### src/rtl/axis_pkt_fifo_if.sv
// AXI4-Stream beat channel shared by the axis_pkt_fifo write and read sides.
// Latency: none, this is wiring only.
// Backpressure: tready from the slave side stalls the master side.
// Modports: master drives tvalid/tdata/tkeep/tlast and samples tready;
//           slave samples tvalid/tdata/tkeep/tlast and drives tready.
interface axis_pkt_fifo_if #(
  parameter int DATA_WIDTH = 64,
  parameter int KEEP_WIDTH = DATA_WIDTH / 8
);
  logic                  tvalid;
  logic                  tready;
  logic [DATA_WIDTH-1:0] tdata;
  logic [KEEP_WIDTH-1:0] tkeep;
  logic                  tlast;

  modport master (output tvalid, output tdata, output tkeep, output tlast, input tready);
  modport slave  (input tvalid, input tdata, input tkeep, input tlast, output tready);
endinterface

### src/rtl/axis_pkt_fifo.sv
// Single-clock AXI4-Stream FIFO with optional store-and-forward packet mode.
// Latency: 1 cycle write-to-read in cut-through; first beat 1 cycle after tlast in packet mode.
// Backpressure: s_axis.tready drops when full (forced high while dropping an oversize frame).
// Ports: aclk/areset (sync, active-high); s_axis write channel; m_axis read channel;
//        axis_data_count = stored entries (registered); axis_overflow / axis_underflow /
//        axis_pkt_drop are registered one-cycle status pulses.
module axis_pkt_fifo #(
  parameter int DATA_WIDTH  = 64,
  parameter int KEEP_WIDTH  = DATA_WIDTH / 8,
  parameter int DEPTH       = 16,
  parameter int PACKET_MODE = 1
) (
  input  logic                   aclk,
  input  logic                   areset,
  axis_pkt_fifo_if.slave         s_axis,
  axis_pkt_fifo_if.master        m_axis,
  output logic [$clog2(DEPTH):0] axis_data_count,
  output logic                   axis_overflow,
  output logic                   axis_underflow,
  output logic                   axis_pkt_drop
);

  localparam int AW = $clog2(DEPTH);
  localparam int PW = AW + 1;
  localparam int EW = 1 + KEEP_WIDTH + DATA_WIDTH;

  // Pointers carry one extra MSB so full and empty are distinguishable.
  typedef logic [PW-1:0] ptr_t;
  localparam ptr_t PTR_ONE   = ptr_t'(1);
  localparam ptr_t PTR_DEPTH = ptr_t'(DEPTH);

  typedef enum logic {
    ST_PASS = 1'b0,
    ST_DROP = 1'b1
  } state_t;

  // Entry layout: {tlast, tkeep, tdata}
  logic [EW-1:0] mem_q [DEPTH];

  ptr_t   wr_ptr_q, wr_ptr_d;
  ptr_t   rd_ptr_q, rd_ptr_d;
  ptr_t   commit_ptr_q, commit_ptr_d;
  ptr_t   count_q, count_d;
  state_t state_q, state_d;
  logic   overflow_q, overflow_d;
  logic   underflow_q, underflow_d;
  logic   drop_q, drop_d;

  logic          full;
  logic          wr_acc;
  logic          rd_acc;
  logic          m_vld;
  logic          mem_we;
  logic [EW-1:0] rd_word;

  assign full = (ptr_t'(wr_ptr_q - rd_ptr_q) == PTR_DEPTH);

  // While dropping, beats are swallowed regardless of occupancy so the
  // remainder of the oversize frame can never stall the producer.
  assign s_axis.tready = (state_q == ST_DROP) || !full;
  assign wr_acc        = s_axis.tvalid && s_axis.tready;

  // Only committed entries are visible; in cut-through commit follows wr.
  assign m_vld   = (rd_ptr_q != commit_ptr_q);
  assign rd_acc  = m_vld && m_axis.tready;
  assign rd_word = mem_q[rd_ptr_q[AW-1:0]];

  // Outputs are zeroed when nothing is visible so stale RAM never leaks out.
  assign m_axis.tvalid = m_vld;
  assign m_axis.tdata  = m_vld ? rd_word[DATA_WIDTH-1:0] : '0;
  assign m_axis.tkeep  = m_vld ? rd_word[DATA_WIDTH +: KEEP_WIDTH] : '0;
  assign m_axis.tlast  = m_vld && rd_word[EW-1];

  assign axis_data_count = count_q;
  assign axis_overflow   = overflow_q;
  assign axis_underflow  = underflow_q;
  assign axis_pkt_drop   = drop_q;

  assign mem_we = wr_acc && (state_q == ST_PASS);

  // Storage array: no reset needed, visibility is governed by the pointers.
  always_ff @(posedge aclk) begin
    if (mem_we) begin
      mem_q[wr_ptr_q[AW-1:0]] <= {s_axis.tlast, s_axis.tkeep, s_axis.tdata};
    end
  end

  always_comb begin
    state_d      = state_q;
    wr_ptr_d     = wr_ptr_q;
    commit_ptr_d = commit_ptr_q;
    drop_d       = 1'b0;
    rd_ptr_d     = rd_acc ? ptr_t'(rd_ptr_q + PTR_ONE) : rd_ptr_q;

    case (state_q)
      ST_PASS: begin
        if (wr_acc) begin
          wr_ptr_d = ptr_t'(wr_ptr_q + PTR_ONE);
          if (PACKET_MODE != 0) begin
            if (s_axis.tlast) begin
              commit_ptr_d = ptr_t'(wr_ptr_q + PTR_ONE);
            end else if (ptr_t'(wr_ptr_q + PTR_ONE - commit_ptr_q) == PTR_DEPTH) begin
              // The open frame now fills the whole RAM and still has no
              // tlast: it can never be committed, so rewind and discard.
              wr_ptr_d = commit_ptr_q;
              state_d  = ST_DROP;
              drop_d   = 1'b1;
            end
          end
        end
      end
      ST_DROP: begin
        if (wr_acc && s_axis.tlast) begin
          state_d = ST_PASS;
        end
      end
      default: state_d = ST_PASS;
    endcase

    if (PACKET_MODE == 0) begin
      commit_ptr_d = wr_ptr_d;
    end
  end

  // Status is computed from next-state pointers so the count reflects a
  // transfer in the cycle right after it happens.
  assign count_d     = ptr_t'(wr_ptr_d - rd_ptr_d);
  assign overflow_d  = s_axis.tvalid && !s_axis.tready;
  assign underflow_d = m_axis.tready && !m_vld;

  always_ff @(posedge aclk) begin
    if (areset) begin
      state_q      <= ST_PASS;
      wr_ptr_q     <= '0;
      rd_ptr_q     <= '0;
      commit_ptr_q <= '0;
      count_q      <= '0;
      overflow_q   <= 1'b0;
      underflow_q  <= 1'b0;
      drop_q       <= 1'b0;
    end else begin
      state_q      <= state_d;
      wr_ptr_q     <= wr_ptr_d;
      rd_ptr_q     <= rd_ptr_d;
      commit_ptr_q <= commit_ptr_d;
      count_q      <= count_d;
      overflow_q   <= overflow_d;
      underflow_q  <= underflow_d;
      drop_q       <= drop_d;
    end
  end

endmodule

### src/flat_wrapper.sv
// flat-port wrapper written by rule: the top's interface ports become plain ports
module axis_pkt_fifo_flat 
#(
  parameter int DATA_WIDTH  = 64,
  parameter int KEEP_WIDTH  = DATA_WIDTH / 8,
  parameter int DEPTH       = 16,
  parameter int PACKET_MODE = 1
)
  (aclk, areset, axis_data_count, axis_overflow, axis_underflow, axis_pkt_drop, s_axis_tvalid, s_axis_tdata, s_axis_tkeep, s_axis_tlast, s_axis_tready, m_axis_tvalid, m_axis_tdata, m_axis_tkeep, m_axis_tlast, m_axis_tready);
  axis_pkt_fifo_if #(.DATA_WIDTH(DATA_WIDTH), .KEEP_WIDTH(KEEP_WIDTH)) s_axis_i ();
  axis_pkt_fifo_if #(.DATA_WIDTH(DATA_WIDTH), .KEEP_WIDTH(KEEP_WIDTH)) m_axis_i ();
  input  logic aclk;
  input  logic areset;
  output logic [$clog2(DEPTH):0] axis_data_count;
  output logic axis_overflow;
  output logic axis_underflow;
  output logic axis_pkt_drop;
  input wire logic [$bits(s_axis_i.tvalid)-1:0] s_axis_tvalid;
  input wire logic [$bits(s_axis_i.tdata)-1:0] s_axis_tdata;
  input wire logic [$bits(s_axis_i.tkeep)-1:0] s_axis_tkeep;
  input wire logic [$bits(s_axis_i.tlast)-1:0] s_axis_tlast;
  output wire logic [$bits(s_axis_i.tready)-1:0] s_axis_tready;
  output wire logic [$bits(m_axis_i.tvalid)-1:0] m_axis_tvalid;
  output wire logic [$bits(m_axis_i.tdata)-1:0] m_axis_tdata;
  output wire logic [$bits(m_axis_i.tkeep)-1:0] m_axis_tkeep;
  output wire logic [$bits(m_axis_i.tlast)-1:0] m_axis_tlast;
  input wire logic [$bits(m_axis_i.tready)-1:0] m_axis_tready;
  assign s_axis_i.tvalid = s_axis_tvalid;
  assign s_axis_i.tdata = s_axis_tdata;
  assign s_axis_i.tkeep = s_axis_tkeep;
  assign s_axis_i.tlast = s_axis_tlast;
  assign s_axis_tready = s_axis_i.tready;
  assign m_axis_tvalid = m_axis_i.tvalid;
  assign m_axis_tdata = m_axis_i.tdata;
  assign m_axis_tkeep = m_axis_i.tkeep;
  assign m_axis_tlast = m_axis_i.tlast;
  assign m_axis_i.tready = m_axis_tready;
  axis_pkt_fifo #(.DATA_WIDTH(DATA_WIDTH), .KEEP_WIDTH(KEEP_WIDTH), .DEPTH(DEPTH), .PACKET_MODE(PACKET_MODE)) u_core (.aclk(aclk), .areset(areset), .s_axis(s_axis_i), .m_axis(m_axis_i), .axis_data_count(axis_data_count), .axis_overflow(axis_overflow), .axis_underflow(axis_underflow), .axis_pkt_drop(axis_pkt_drop));
endmodule
### config.mk
export PLATFORM = sky130hd
export DESIGN_NAME = axis_pkt_fifo_flat
export DESIGN_NICKNAME = d
export VERILOG_FILES = /design/src/rtl/axis_pkt_fifo_if.sv /design/src/rtl/axis_pkt_fifo.sv /design/src/flat_wrapper.sv
export SDC_FILE = /design/constraint.sdc
export NUM_CORES = 1
export LEC_CHECK = 0
export ABC_AREA = 1
export CAP_MARGIN = 10
export CORE_ASPECT_RATIO = 1.1
export CORE_MARGIN = 1.5
export CORE_UTILIZATION = 54
export CTS_CLUSTER_SIZE = 28
export DETAILED_ROUTE_END_ITERATION = 10
export GPL_TIMING_DRIVEN = 0
export PLACE_DENSITY = 0.72
export SLEW_MARGIN = 20
export SYNTH_ARGS = -nofsm -noshare
export SYNTH_HDL_FRONTEND = slang
export SYNTH_SLANG_ARGS = --single-unit
export TNS_END_PERCENT = 5
### constraint.sdc
create_clock -name aclk -period 11.36 [get_ports aclk]
set_input_delay 1.704 -clock aclk [delete_from_list [all_inputs] [get_ports aclk]]
set_output_delay 1.704 -clock aclk [all_outputs]
set_load 0.02 [all_outputs]
* Word-level counts from Yosys, hierarchy flattened
Memories as Yosys holds them, arrays and structs flattened. A register that Yosys moved wholly into a read port is not among the register bits.
Index checks and enable logic that the tools add are counted.
W data, S select, Z words.
** Storage, ports and cells
- Register bits :: 24
- RAM bits :: 1168
- Bits of input ports :: 77
- Output and inout bits :: 83
- Logic and storage cells :: 46
- Memories kept :: 1
** Memories
- u_core.mem_q :: depth 16, bits a word 73, rd ports 1, clocked after Yosys merged registers in 1, write ports 1, RTL line axis_pkt_fifo.sv:38 : logic [EW-1:0] mem_q [DEPTH];
** Operators by class
- Add/subtract/negate cells :: 5
- Equality and inequality tests :: 3
- Mux-type cells :: 15
- Bitwise gates (word level) :: 1
- Reductions and logical operators :: 13
** Operator list (number)
- $mux W64 :: 1
- $mux W5 :: 5
- $sub A5 B5 Y5 :: 3
- $add A5 B1 Y5 const B :: 2
- $eq A5 B5 Y1 const B :: 2
- $mux W8 :: 1
- $logic_and A1 B1 Y1 :: 7
- $mux W1 :: 6
- $ne A5 B5 Y1 :: 1
- $mux W4 :: 1
- $logic_not A1 Y1 :: 3
- $reduce_and A3 Y1 :: 1
- $pmux W1 S2 :: 1
- $reduce_or A2 Y1 :: 1
- $logic_or A1 B1 Y1 :: 1
- $not A1 Y1 :: 1

* Logic depth before layout (Yosys ltp)
Gate-level depths: netlist of run 1.
- Word-level depth :: 8
- Mapped depth :: 28

* Least setup slack after synthesis of run 1
No wires, ideal clock.
- Path kind :: register to register
- Start point :: reg u_core.rd_ptr_q[3]
- End point :: mem u_core.mem_q[3][0] (netlist name), enable pin
- Library setup time :: 0.594 ns
- Arrival :: 6.945 ns
- Data required time :: 10.766 ns
- Setup slack :: 3.821 ns
- Cell stages (with the launch flop) :: 12
- Buffers on the path :: 2
- Period minus slack after synthesis :: 7.539 ns
- Path through :: dfxtp_1 > inv_1 > clkbuf_1 > clkbuf_1 > ha_1 > a21oi_1 > nand2_1 > nand2_1 > nand2_1 > nand3_2 > nand3_4 > nor3_1
** Between the ends
- Longest elaborated chain between the ends :: 8
** RTL lines
- start, declared :: RTL line axis_pkt_fifo.sv:41 : ptr_t rd_ptr_q, rd_ptr_d;
- start signal, assigned :: RTL line axis_pkt_fifo.sv:144 : rd_ptr_q <= rd_ptr_d;
- $sub A5 B5 Y5 :: RTL line axis_pkt_fifo.sv:56 : assign full = (ptr_t'(wr_ptr_q - rd_ptr_q) == PTR_DEPTH);
- $eq A5 B5 Y1 :: RTL line axis_pkt_fifo.sv:56
- $logic_not A1 Y1 :: RTL line axis_pkt_fifo.sv:60 : assign s_axis.tready = (state_q == ST_DROP) || !full;
- $logic_or A1 B1 Y1 :: RTL line axis_pkt_fifo.sv:60
- named net s_axis_tready :: RTL line flat_wrapper.sv:22 : output wire logic [$bits(s_axis_i.tready)-1:0] s_axis_tready;
- $logic_and A1 B1 Y1 :: RTL line axis_pkt_fifo.sv:61 : assign wr_acc = s_axis.tvalid && s_axis.tready;
- $logic_and A1 B1 Y1 :: RTL line axis_pkt_fifo.sv:79 : assign mem_we = wr_acc && (state_q == ST_PASS);
- $mux W1 :: RTL line axis_pkt_fifo.sv:83 : if (mem_we) begin
- $mux W1 (not written as such) :: RTL line axis_pkt_fifo.sv:84 : mem_q[wr_ptr_q[AW-1:0]] <= {s_axis.tlast, s_axis.tkeep, s_axis.tdata};
- end, declared :: RTL line axis_pkt_fifo.sv:38
The timed path passes the listed nets, and every way through them passes these cells.

* Final worst setup path of run 1
- Start point :: reg u_core.rd_ptr_q[3]
- End point :: out s_axis_tready
** Between the ends
- Longest elaborated chain between the ends :: 4
** RTL lines (RTL line)
- $sub A5 B5 Y5 :: axis_pkt_fifo.sv:56
- $eq A5 B5 Y1 :: axis_pkt_fifo.sv:56
- $logic_not A1 Y1 :: axis_pkt_fifo.sv:60
- $logic_or A1 B1 Y1 :: axis_pkt_fifo.sv:60
- end, declared :: flat_wrapper.sv:22
Every way passes these cells.

==> results of run 1 <==
[cells in the final DEF (no fill, tap or decap), types with 19 or more instances in the layout]
master,netlist,layout
clkbuf_16,0,112
o211ai_1,33,33
inv_1,37,37
clkinv_2,1,19
buf_12,0,26
o21ai_1,116,116
clkinv_1,1,23
buf_4,44,69
nand3_1,52,52
nand2_1,215,215
clkdlybuf4s50_1,0,159
o22ai_1,178,178
nor2_1,619,605
o221ai_1,114,114
dfxtp_1,24,24
o21ai_0,478,478
a31oi_1,75,75
buf_2,55,55
clkbuf_1,133,154
edfxtp_1,1168,1168
[cell families (layout without fill, tap and decap cells)]
| kind of cell | after synthesis | count (layout) | share of synthesized area [%] |
|---|---|---|---|
| flops | 1192 | 1192 | 75.87 |
| other cells | 0 | 3 | 0 |
| simple gates | 922 | 922 | 7.961 |
| fa+ha+maj | 18 | 18 | 0.4966 |
| buf+inv | 288 | 720 | 2.953 |
| xor+xnor | 8 | 8 | 0.1495 |
| compound gates | 1008 | 1008 | 12.57 |
[metal layers]
layer / track usage [%] / up-vias / routed length, um / share of wire [%]
met4: 15.12 / 0 / 6351 / 4.9
met2: 46.31 / 1965 / 62010 / 48
li1: - / 13670 / - / -
met5: 0 / - / 0 / 0
met1: 38.47 / 15440 / 48570 / 38
met3: 4.803 / 353 / 12410 / 9.6
[path summary, 6_finish.rpt]
| check | from | endpoint | cells past startpoint |
|---|---|---|---|
| max | u_core.rd_ptr_q[3]$_SDFF_PP0_ | s_axis_tready | 10 |
| min | u_core.state_q$_SDFF_PP0_ | u_core.axis_pkt_drop$_SDFF_PP0_ | 1 |
| max reg2reg | u_core.rd_ptr_q[3]$_SDFF_PP0_ | u_core.mem_q[2][10]$_DFFE_PP_ | 15 |
| min reg2reg | u_core.state_q$_SDFF_PP0_ | u_core.axis_pkt_drop$_SDFF_PP0_ | 1 |
[sequential cells by signal, indices dropped and copies added (netlist names)]
name / count
u_core.axis_data_count: 5
u_core.axis_overflow: 1
u_core.axis_pkt_drop: 1
u_core.axis_underflow: 1
u_core.commit_ptr_q: 5
u_core.mem_q: 1168
u_core.rd_ptr_q: 5
u_core.state_q: 1
u_core.wr_ptr_q: 5
[final cells by class]
cell class                 count  area, sq um  area share (%)
antenna                        3        7.507         0.01370
buffer                       242         1202           2.194
clock buffer                 133         2882           5.257
clock inverter                66        664.4           1.212
inverter                      46        181.4          0.3310
multi-input combinational   1956        10050           18.33
sequential                  1192        35550           64.86
tap                         1150         1439           2.625
timing repair buffer         233         2839           5.179
[critical path: stages (launching register included)]
cell             delay, ps
dfxtp_1                330
inv_1                  210
clkbuf_1               770
clkbuf_1               620
ha_1                   380
a21oi_1                210
nand2_1                 70
nand2_1                 60
nand2_1                 60
nand3_2                130
clkdlybuf4s50_1        620
[where the power goes]
part / leakage, nW / switching (mW) / internal (mW)
combinational: 5.21 / 1.90 / 0.905
sequential: 10.7 / 0.0592 / 5.06
clock: 1.71 / 1.59 / 2.08
[per-stage QoR]
| step | hold slack [ps] | utilization (%) | instances | setup WS (ps) | TNS (ps) |
|---|---|---|---|---|---|
| 6_report | 509.0 | 63.66 | 5021 | 5498 | 0 |
| 5_1_grt | 545.9 | 63.66 | 5019 | 5277 | 0 |
| 4_1_cts | 512.8 | 63.65 | 5018 | 5532 | 0 |
| 3_5_place_dp | 498.2 | 59.54 | 4819 | 6193 | 0 |
| 3_3_place_gp | 481.9 | 57.95 | 4745 | -2016 | -391260 |
| 2_1_floorplan | 467.3 | - | 3436 | 3821 | 0 |
==> run metrics, run 1 <==
ys flop type=edfxtp_1; Placed Instance Area=51260 sq um; Pwr Density=about 210 nW/um^2; FMAX=170.6 MHz; share of the synthesized area in the top cell type=between 70% and 80%; gr ovfl total=0; Synth warnings=0; Post-Syn Instances=~3400; TritonCTS clock tree=done; Yosys top cell by area=edfxtp_1; via density per instance=roughly 6.3; IO buf count=159; Synth cell types=42; HP Class=reg2reg; die height=312.0 um; max-slew violation count=0; final setup violation count=0; share of cells above drive strength 1=10.16%; Max transition margin=approximately a third; DR vias=31420; Final min period=5862 ps; RSZ-0062 raised after global routing=no; TritonCTS Buffers=109; Clock Latency Late Sink=690 ps; Avg WL per Cell=25.76 um; cts hold-fix bufs=0; CTS Buffer Depth=3; vias in the first global route=30670; Core ar.=86100 sq um; largest net degree at the start of global routing=25; CTS root buf=clkbuf_16; Final Hold Fails=0; Critical Path Start Type=register; drt pass-1 iters=8; status=finished clean; Fin Clk Skew=21.75 ps; Mapped Area=46860 sq um; Crit. End Element=output pin; cell with the most instances after synthesis=edfxtp_1; top post-synthesis cells by area=edfxtp_1 (75%), o21ai_0 (5.1%), nor2_1 (5.0%), o22ai_1 (2.4%), o221ai_1 (2.1%); number of synthesized flops with an enable pin=between 1000 and 1500; asr flop ratio synth=0%; design area=54820 sq um; Reg clk slew, reported paths=70 ps; final wirelength=~130000 um; Post-CTS Setup Inserts=0; clock sinks=1192; CTS HTree Levels=3; Die X-Extent=283.9 um; VDD IR max=roughly 0.15 mV; Max Cap Violations=0; Std-Cell Rows=113; # IOs=160; first-pass GRT wire length=~190000 um; GPL Wtd Cong=0.8410; Worst Tran Pin Value=just under 1000 ps; NumNets Final=roughly 3900; top cells by count, synth=edfxtp_1 (1168), nor2_1 (619), o21ai_0 (478), nand2_1 (215), o22ai_1 (178); Final Power=11.59 mW; fill count=6093; initial antenna violation count=8; Pleak=17.67 nW; WS Path Type=reg2out; Worst EP required=slightly below 10000 ps; Worst Path Arrival=about 4200 ps; sequential area share after synthesis=roughly 76%; Mapped Avg Cell Area=13.64 sq um; antenna viol nets, final=0; starting DRC count in detailed routing=3921; Critical Path Fanout Max=10; # resized after CTS=0; Global Route Usage Sum=28.93%; Seq cells post-synth=1192; DR DRC count=0; flop-to-flop setup slack=6340 ps; synthesis-to-finish area growth=16.97%; HPWL after DPL=approximately 87000 um; Starting Density=54.43%; period utilization=51.60%; syn nets=3531; Die Area=88570 sq um
Power figures use the tool's default switching activity.
==> inputs of run 2 (changes only) <==
- clock period: 11.36 -> 5.9 ns (I/O delays scaled with it)
==> results of run 2 <==
Same layout as run 1 (identical final DEF). Status: finished clean.
Main changes from that run: setup slack after placement 6193 ps -> 1003 ps; setup slack after layout 5498 ps -> 857.3 ps; register-to-register setup slack 6340 ps -> 880 ps; total power 11.59 mW -> 22.31 mW; worst IR drop on VDD 0.1475 mV -> 0.2839 mV
